<file path="src/rtl/eth_mdio_ctrl.sv">
// Clause-22 MDIO management master: serialises one 64-bit read/write frame per command.
// Optional build macro ETH_MDIO_TA_CHECK_EN adds the bit-47 turnaround check driving rsp_err.
module eth_mdio_ctrl #(
    parameter int CLK_DIV = 20
) (
    input  logic        msoc_clk,
    input  logic        rstn,
    input  logic        cmd_valid,
    output logic        cmd_ready,
    input  logic        cmd_write,
    input  logic [4:0]  cmd_phy_addr,
    input  logic [4:0]  cmd_reg_addr,
    input  logic [15:0] cmd_wdata,
    output logic        rsp_valid,
    output logic [15:0] rsp_rdata,
    output logic        rsp_err,
    output logic        busy,
    output logic        mdc,
    output logic        mdio_o,
    output logic        mdio_oe,
    input  logic        mdio_i
);
    typedef enum logic [2:0] {S_IDLE, S_PRE, S_HDR, S_TA, S_DATA, S_DONE} state_e;

    localparam logic [7:0] DIV_LAST = 8'(CLK_DIV - 1);

    state_e      state_q, state_d;
    logic [7:0]  div_q, div_d;
    logic [5:0]  bit_q, bit_d;
    logic        mdc_q, mdc_d;
    logic        wr_q, wr_d;
    logic        mdio_o_q, mdio_o_d;
    logic        mdio_oe_q, mdio_oe_d;
    logic [15:0] rdata_q, rdata_d;
    logic [63:0] frame_q, frame_d;
    logic [15:0] rx_q, rx_d;
    logic        sync1_q, sync2_q;
    logic [5:0]  bit_nx;
    logic        wrap;
`ifdef ETH_MDIO_TA_CHECK_EN
    logic        ta_q, ta_d;
`endif

    assign bit_nx = bit_q + 6'd1;
    assign wrap   = (div_q == DIV_LAST);

    always_comb begin
        state_d   = state_q;
        div_d     = div_q;
        bit_d     = bit_q;
        mdc_d     = mdc_q;
        wr_d      = wr_q;
        mdio_o_d  = mdio_o_q;
        mdio_oe_d = mdio_oe_q;
        rdata_d   = rdata_q;
        frame_d   = frame_q;
        rx_d      = rx_q;
`ifdef ETH_MDIO_TA_CHECK_EN
        ta_d      = ta_q;
`endif
        unique case (state_q)
            S_IDLE: begin
                if (cmd_valid) begin
                    state_d   = S_PRE;
                    div_d     = '0;
                    bit_d     = '0;
                    mdc_d     = 1'b0;
                    wr_d      = cmd_write;
                    frame_d   = {32'hFFFF_FFFF, 2'b01, (cmd_write ? 2'b01 : 2'b10),
                                 cmd_phy_addr, cmd_reg_addr, 2'b10, cmd_wdata};
                    mdio_oe_d = 1'b1;
                    mdio_o_d  = 1'b1;
                end
            end
            S_DONE: state_d = S_IDLE;
            default: begin
                div_d = wrap ? 8'd0 : div_q + 8'd1;
                if (wrap) begin
                    mdc_d = ~mdc_q;
                    if (!mdc_q) begin
                        // MDC rising edge: sample the synchronised pad input
                        if (state_q == S_DATA) rx_d = {rx_q[14:0], sync2_q};
`ifdef ETH_MDIO_TA_CHECK_EN
                        if (bit_q == 6'd47) ta_d = sync2_q;
`endif
                    end else if (bit_q == 6'd63) begin
                        state_d   = S_DONE;
                        mdio_oe_d = 1'b0;
                        mdio_o_d  = 1'b1;
                        if (!wr_q) rdata_d = rx_q;
                    end else begin
                        bit_d     = bit_nx;
                        frame_d   = {frame_q[62:0], 1'b0};
                        mdio_oe_d = wr_q || (bit_nx < 6'd46);
                        mdio_o_d  = frame_q[62] || !mdio_oe_d;
                        if (bit_nx == 6'd32)      state_d = S_HDR;
                        else if (bit_nx == 6'd46) state_d = S_TA;
                        else if (bit_nx == 6'd48) state_d = S_DATA;
                    end
                end
            end
        endcase
    end

    always_ff @(posedge msoc_clk or negedge rstn) begin
        if (!rstn) begin
            state_q   <= S_IDLE;
            div_q     <= '0;
            bit_q     <= '0;
            mdc_q     <= 1'b0;
            wr_q      <= 1'b0;
            mdio_o_q  <= 1'b1;
            mdio_oe_q <= 1'b0;
            rdata_q   <= '0;
`ifdef ETH_MDIO_TA_CHECK_EN
            ta_q      <= 1'b0;
`endif
        end else begin
            state_q   <= state_d;
            div_q     <= div_d;
            bit_q     <= bit_d;
            mdc_q     <= mdc_d;
            wr_q      <= wr_d;
            mdio_o_q  <= mdio_o_d;
            mdio_oe_q <= mdio_oe_d;
            rdata_q   <= rdata_d;
`ifdef ETH_MDIO_TA_CHECK_EN
            ta_q      <= ta_d;
`endif
        end
    end

    // Datapath shifters and pad synchroniser carry no reset; each frame reloads them
    always_ff @(posedge msoc_clk) begin
        frame_q <= frame_d;
        rx_q    <= rx_d;
        sync1_q <= mdio_i;
        sync2_q <= sync1_q;
    end

    assign cmd_ready = (state_q == S_IDLE);
    assign busy      = (state_q != S_IDLE);
    assign rsp_valid = (state_q == S_DONE);
    assign rsp_rdata = rdata_q;
    assign mdc       = mdc_q;
    assign mdio_o    = mdio_o_q;
    assign mdio_oe   = mdio_oe_q;
`ifdef ETH_MDIO_TA_CHECK_EN
    assign rsp_err   = (state_q == S_DONE) && !wr_q && ta_q;
`else
    assign rsp_err   = 1'b0;
`endif

endmodule

</file>
<file path="config.mk">
export PLATFORM = sky130hd
export DESIGN_NAME = eth_mdio_ctrl
export DESIGN_NICKNAME = d
export VERILOG_FILES = /design/src/rtl/eth_mdio_ctrl.sv
export SDC_FILE = /design/constraint.sdc
export NUM_CORES = 1
export LEC_CHECK = 0
export CORE_MARGIN = 2
export CORE_UTILIZATION = 60
export DETAILED_ROUTE_END_ITERATION = 7
export GPL_ROUTABILITY_DRIVEN = 1
export PLACE_DENSITY = 0.86
export SYNTH_ARGS = -nofsm -noshare
export SYNTH_HDL_FRONTEND = slang
export SYNTH_SLANG_ARGS = --single-unit
</file>
<file path="constraint.sdc">
create_clock -name msoc_clk -period 4.55 [get_ports msoc_clk]
set_input_delay 0.455 -clock msoc_clk [delete_from_list [all_inputs] [get_ports msoc_clk]]
set_output_delay 0.455 -clock msoc_clk [all_outputs]
set_load 0.02 [all_outputs]
</file>
* Word level (Yosys, flattened, before mapping)
Index checks and enable logic that the tools add are counted.
Storage, ports and cells: memory bits (read-only) 0, bits in writable memories 0, flip-flop bits (word level) 118, memories kept 0, bits in latches 0
Operators by class: reduce and logical (&&, ||, !) cells 19, muxes and demuxes 34, equal/unequal tests 9, multipliers 0, order comparisons 1, div/mod/pow operators 0, bitwise logic cells 4, shifts and indexed selects 0, add/subtract/negate cells 2
Operators by type and width (count):
- $mux 63 | 4
- $pmux 63 s2 | 1
- $eq 6x6->1 const B | 4
- $mux 6 | 4
- $mux 3 | 7
- $mux 8 | 2
- $pmux 8 s2 | 1
- $pmux 6 s2 | 1
- $reduce_and 4->1 | 3
- $reduce_and 5->1 | 2
- $mux 1 | 9
- $reduce_bool 3->1 | 3
- $add 8x1->8 const B | 1
- $eq 8x5->1 const B | 1
- $add 6x1->6 const B | 1
- $eq 3x3->1 const B | 2
- $lt 6x6->1 const B | 1
- $pmux 1 s2 | 3
- $pmux 3 s2 | 1
- $reduce_bool 6->1 | 1
- $ne 2x2->1 const B | 2
- $not 1->1 | 4
- $reduce_and 2->1 | 2
- $reduce_bool 2->1 | 2
- other kinds (6) | 7

* Longest topological paths before layout
word-level depth 9, depth in mapped cells 8, depth with buffers taken out 7

* Least setup slack after synthesis
Ideal clock, no wire load.
kind flip-flop to flip-flop, start point reg div_q[0], end point reg rx_q[0] (enable), clock period less this slack 3015 ps, library setup time 430 ps, required time 4120 ps, arrival time 2585 ps, slack 1535 ps, stages on the path, launching flop included 5, path through dfrtp_1 > ha_1 > nor4b_4 > nand2_1 > nor4_1
Between the ends: cells in the longest elaborated chain, start to end 2
RTL lines:
- from (decl) | line 28 | logic [7:0] div_q, div_d;
- from (signal assigned) | line 120 | div_q <= div_d;
- $eq 8x5->1 | line 45 | assign wrap = (div_q == DIV_LAST);
- $reduce_and 4->1 (no line)
- to (signal assigned) | line 136 | rx_q <= rx_d;
- to (decl) | line 36 | logic [15:0] rx_q, rx_d;
Every way passes these cells. A chain may end at the register's enable or synchronous reset.

* Final worst setup path
start point reg state_q[1], end point out cmd_ready
Between the ends: cells in the longest elaborated chain, start to end 1
RTL lines:
- from (decl) | line 27 | state_e state_q, state_d;
- from (signal assigned) | line 119 | state_q <= state_d;
- $logic_not 3->1 | line 141 | assign cmd_ready = (state_q == S_IDLE);
- to (decl) | line 9 | output logic cmd_ready,
Every way passes these cells.

==> reports/results.tsv <==
stage	metric	value	unit
cts	clk_pin_slew	60	ps
synthesis	ys_seq_area_share	65.5	%
power_and_ir_drop	power_density	533	nW/µm²
cts	cts_tree	built	
sta	fin_ws	1060	ps
placement	io_buffers	52	
synthesis	yosys.area_share.simple	18.1	%
outcome	status	completed	
synthesis	synth_top_family_by_area	simple AND/OR/NAND/NOR gates	
synthesis	ys_ff_latch	118	
drt	wirelength	10.9	mm
synthesis	synthesis.area	5100	µm²
sta	report.final.setup_viol	0	
sta	tightest_slew	969	ps
worst_setup_path	startpoint_type	register	
die	io-pin-count	54	
sta	post-route-min-period	3490	ps
worst_setup_path	ff2ff_setup_slack	1550	ps
synthesis	async_flop_share	31.4	%
synthesis	synth-edff-count	79	
drt	dr.pass1.iters	5	
worst_setup_path	r2r-end	frame_q[28]$_DFFE_PP_	
sta	fin_setup_tns	0	ps
worst_setup_path	rr_startpoint	bit_q[0]$_DFFE_PN0P_	
drt	vias_per_cell	5.89	
worst_setup_path	startpoint	state_q[1]$_DFFE_PN0P_	
layout	antennaDiodeCount	0	
worst_setup_path	cp_max_fo	68	
layout	area_growth	23.1	%
die	design.core.area	8220	µm²
cts	clk_latency	520	ps
layout	nets	499	
drt	routedWlPerCell	18.8	µm
cts	cts_resized	0	
cts	htree_levels	4	
synthesis	syn_nets	445	
worst_setup_path	cp.arrival	3030	ps
drt	num_vias	3430	
drt	ant_nets	0	
sta	fin_crit_sh	76.7	%
die	die_height	96.2	µm
sta	clock_skew	9.73	ps
grt	track_usage	25.8	%
die	initial_core_util	62.1	%
grt	grt_max_degree	69	
cts	cts_made_buffers	17	
synthesis	synth_xor_area_share	0.859	%
sta	fmax	287	MHz
grt	overflow	0	
synthesis	synth_compound_area_share	7.07	%
worst_setup_path	required	4090	ps
grt	grt_pass1_vias	3442	
min_path	hp-class	input pin to asynchronous set/reset pin	
sta	rsz0062_at_grt	false	
layout	final_core_utilization	76.4	%
die	core.rowCount	33	
synthesis	ys.warnings.count	0	
drt	drc	0	
synthesis	syn_inst	410	
sta	relSlewSlack	35.2	%
cts	cts_hold_buf	0	
synthesis	synth_area_per_cell	12.4	µm²
layout	drive_above_1_share	13.4	%
power_and_ir_drop	vdd_ir_drop_max	0.385	mV
cts	cts_root_buffer	clkbuf_8	
job	cap_violations	0	
sta	maxSlewViolCount	0	
grt	antenna_found_initial	0	
sta	hold_viol	0	
placement	hpwl	6.37	mm
worst_setup_path	critical_path_class	register to primary output	
grt	grt_pass1_wl	17.2	mm
synthesis	synth_fa_ha_area_share	0.981	%
worst_setup_path	cp-end-kind	primary output	
synthesis	muxShareOfSynthArea	4.49	%
cts	cts_setup_buffers	0	
power_and_ir_drop	total_power	3.35	mW
synthesis	synth.distinct_cells	64	
drt	drt_iter0_drc	312	
synthesis	ys.flop_type	edfxtp_1	
placement	gp_congestion	0.909	
worst_setup_path	reg2regPathDepth	6	
cts	clk_path_buf_depth	2	
die	die_x	96.2	µm
cts	cts_sinks	118	
die	die_area	9250	µm²
power_and_ir_drop	leakagePower	2.52	nW
placement	dp_slack	1620	ps
## worst max-delay path by stage
stage | to | slack (ps) | depth (start not counted)
finish | cmd_ready | 1060 | 5
floorplan | rx_q[0]$_DFFE_PP_ | 1540 | 4
global route | cmd_ready | 920 | 5
detailed placement | frame_q[2]$_DFFE_PP_ | 1620 | 6
global placement | cmd_ready | 1720 | 5
CTS | cmd_ready | 1070 | 5
## cell usage in the layout, fill, tap and decap left out, drive strengths merged, types with 2 or more instances in the layout
cell type and count:
or2 2, clkinv 5, buf 6, nand3 5
clkdlybuf4s50 51, nand2b 37, xor2 5, bufinv 4
mux2 17, and2 4, and3 3, ha 4
nand2 93, o31ai 3, nand4 6, a31oi 5
a21oi 9, dfrtp 36, nor4 2, and4 2
inv 11, nor3 5, o311a 2, dfxtp 2
edfxtp 79, o21ai 15, clkinvlp 2, o22ai 2
nor2 12, or3 3, clkbuf 19
## area by class of cell
class	count	area, µm²
Clock buffer	19	422
Clock inverter	13	179
Fill cell	456	1940
Inverter	9	33.8
Multi-Input combinational cell	261	1620
Sequential cell	118	3340
Tap cell	105	131
Timing Repair Buffer	57	553
## layer usage
layer	vias up	global-route usage, %	routed length, µm
li1	1558	-	-
met1	1632	32.9	4400
met2	198	39.8	5350
met3	42	8.22	848
met4	0	13.5	318
met5	-	0	0
## flip-flops by register name, summed over array words and instances (netlist names), 3 cells and up
| name | cells |
|---|---|
| bit_q | 6 |
| div_q | 8 |
| frame_q | 63 |
| rsp_rdata | 16 |
| rx_q | 16 |
| state_q | 3 |
## report_power, final
part | leakage, nW | switching (mW) | internal, mW
logic | 1.01 | 0.319 | 0.197
clock network | 0.288 | 0.479 | 0.887
registers | 1.22 | 0.118 | 1.35
total | 2.52 | 0.916 | 2.43
## per-stage QoR
stage,instance area [µm²],hold WS (ps),instances
floorplan,5100,159,410
global placement,5680,313,550
detailed placement,5680,339,550
CTS,6280,64.0,582
global route,6280,99.7,582
finish,6280,49.2,582
## Yosys cell counts (all sizes together) (2+ instances only)
master / n / share of area, %
nand2: 93 / 7.0
edfxtp: 79 / 47
nand2b: 37 / 4.5
dfrtp: 36 / 18
mux2: 17 / 4.5
o21ai: 15 / 1.5
clkbuf: 12 / 0.93
nor2: 12 / 0.88
buf: 10 / 1.3
a21oi: 9 / 0.88
inv: 9 / 0.66
nand4: 6 / 0.74
a31oi: 5 / 0.61
nand3: 5 / 0.49
nor3: 5 / 0.93
xor2: 5 / 0.86
and2: 4 / 0.54
ha: 4 / 0.98
and3: 3 / 0.37
o31ai: 3 / 0.44
or3: 3 / 0.37
and4: 2 / 0.37
dfxtp: 2 / 0.79
nor4: 2 / 0.25
o22ai: 2 / 0.25
o311a: 2 / 0.42
or2: 2 / 0.25
## kinds of logic (layout without fill, tap and decap cells)
kind of cell	Yosys count	after routing
mux	17	17
compound gates	53	53
other cells	1	1
xor+xnor	5	5
fa+ha+maj	4	4
flops	118	118
simple gates	181	181
buf+inv	31	98
## worst max-delay path, stage by stage, from the launching register on
cell and delay [ps]:
dfrtp_1 480, or3_2 540, buf_4 340, inv_1 160
buf_4 300, clkdlybuf4s50_1 670
(Power assumes the default switching activity.)
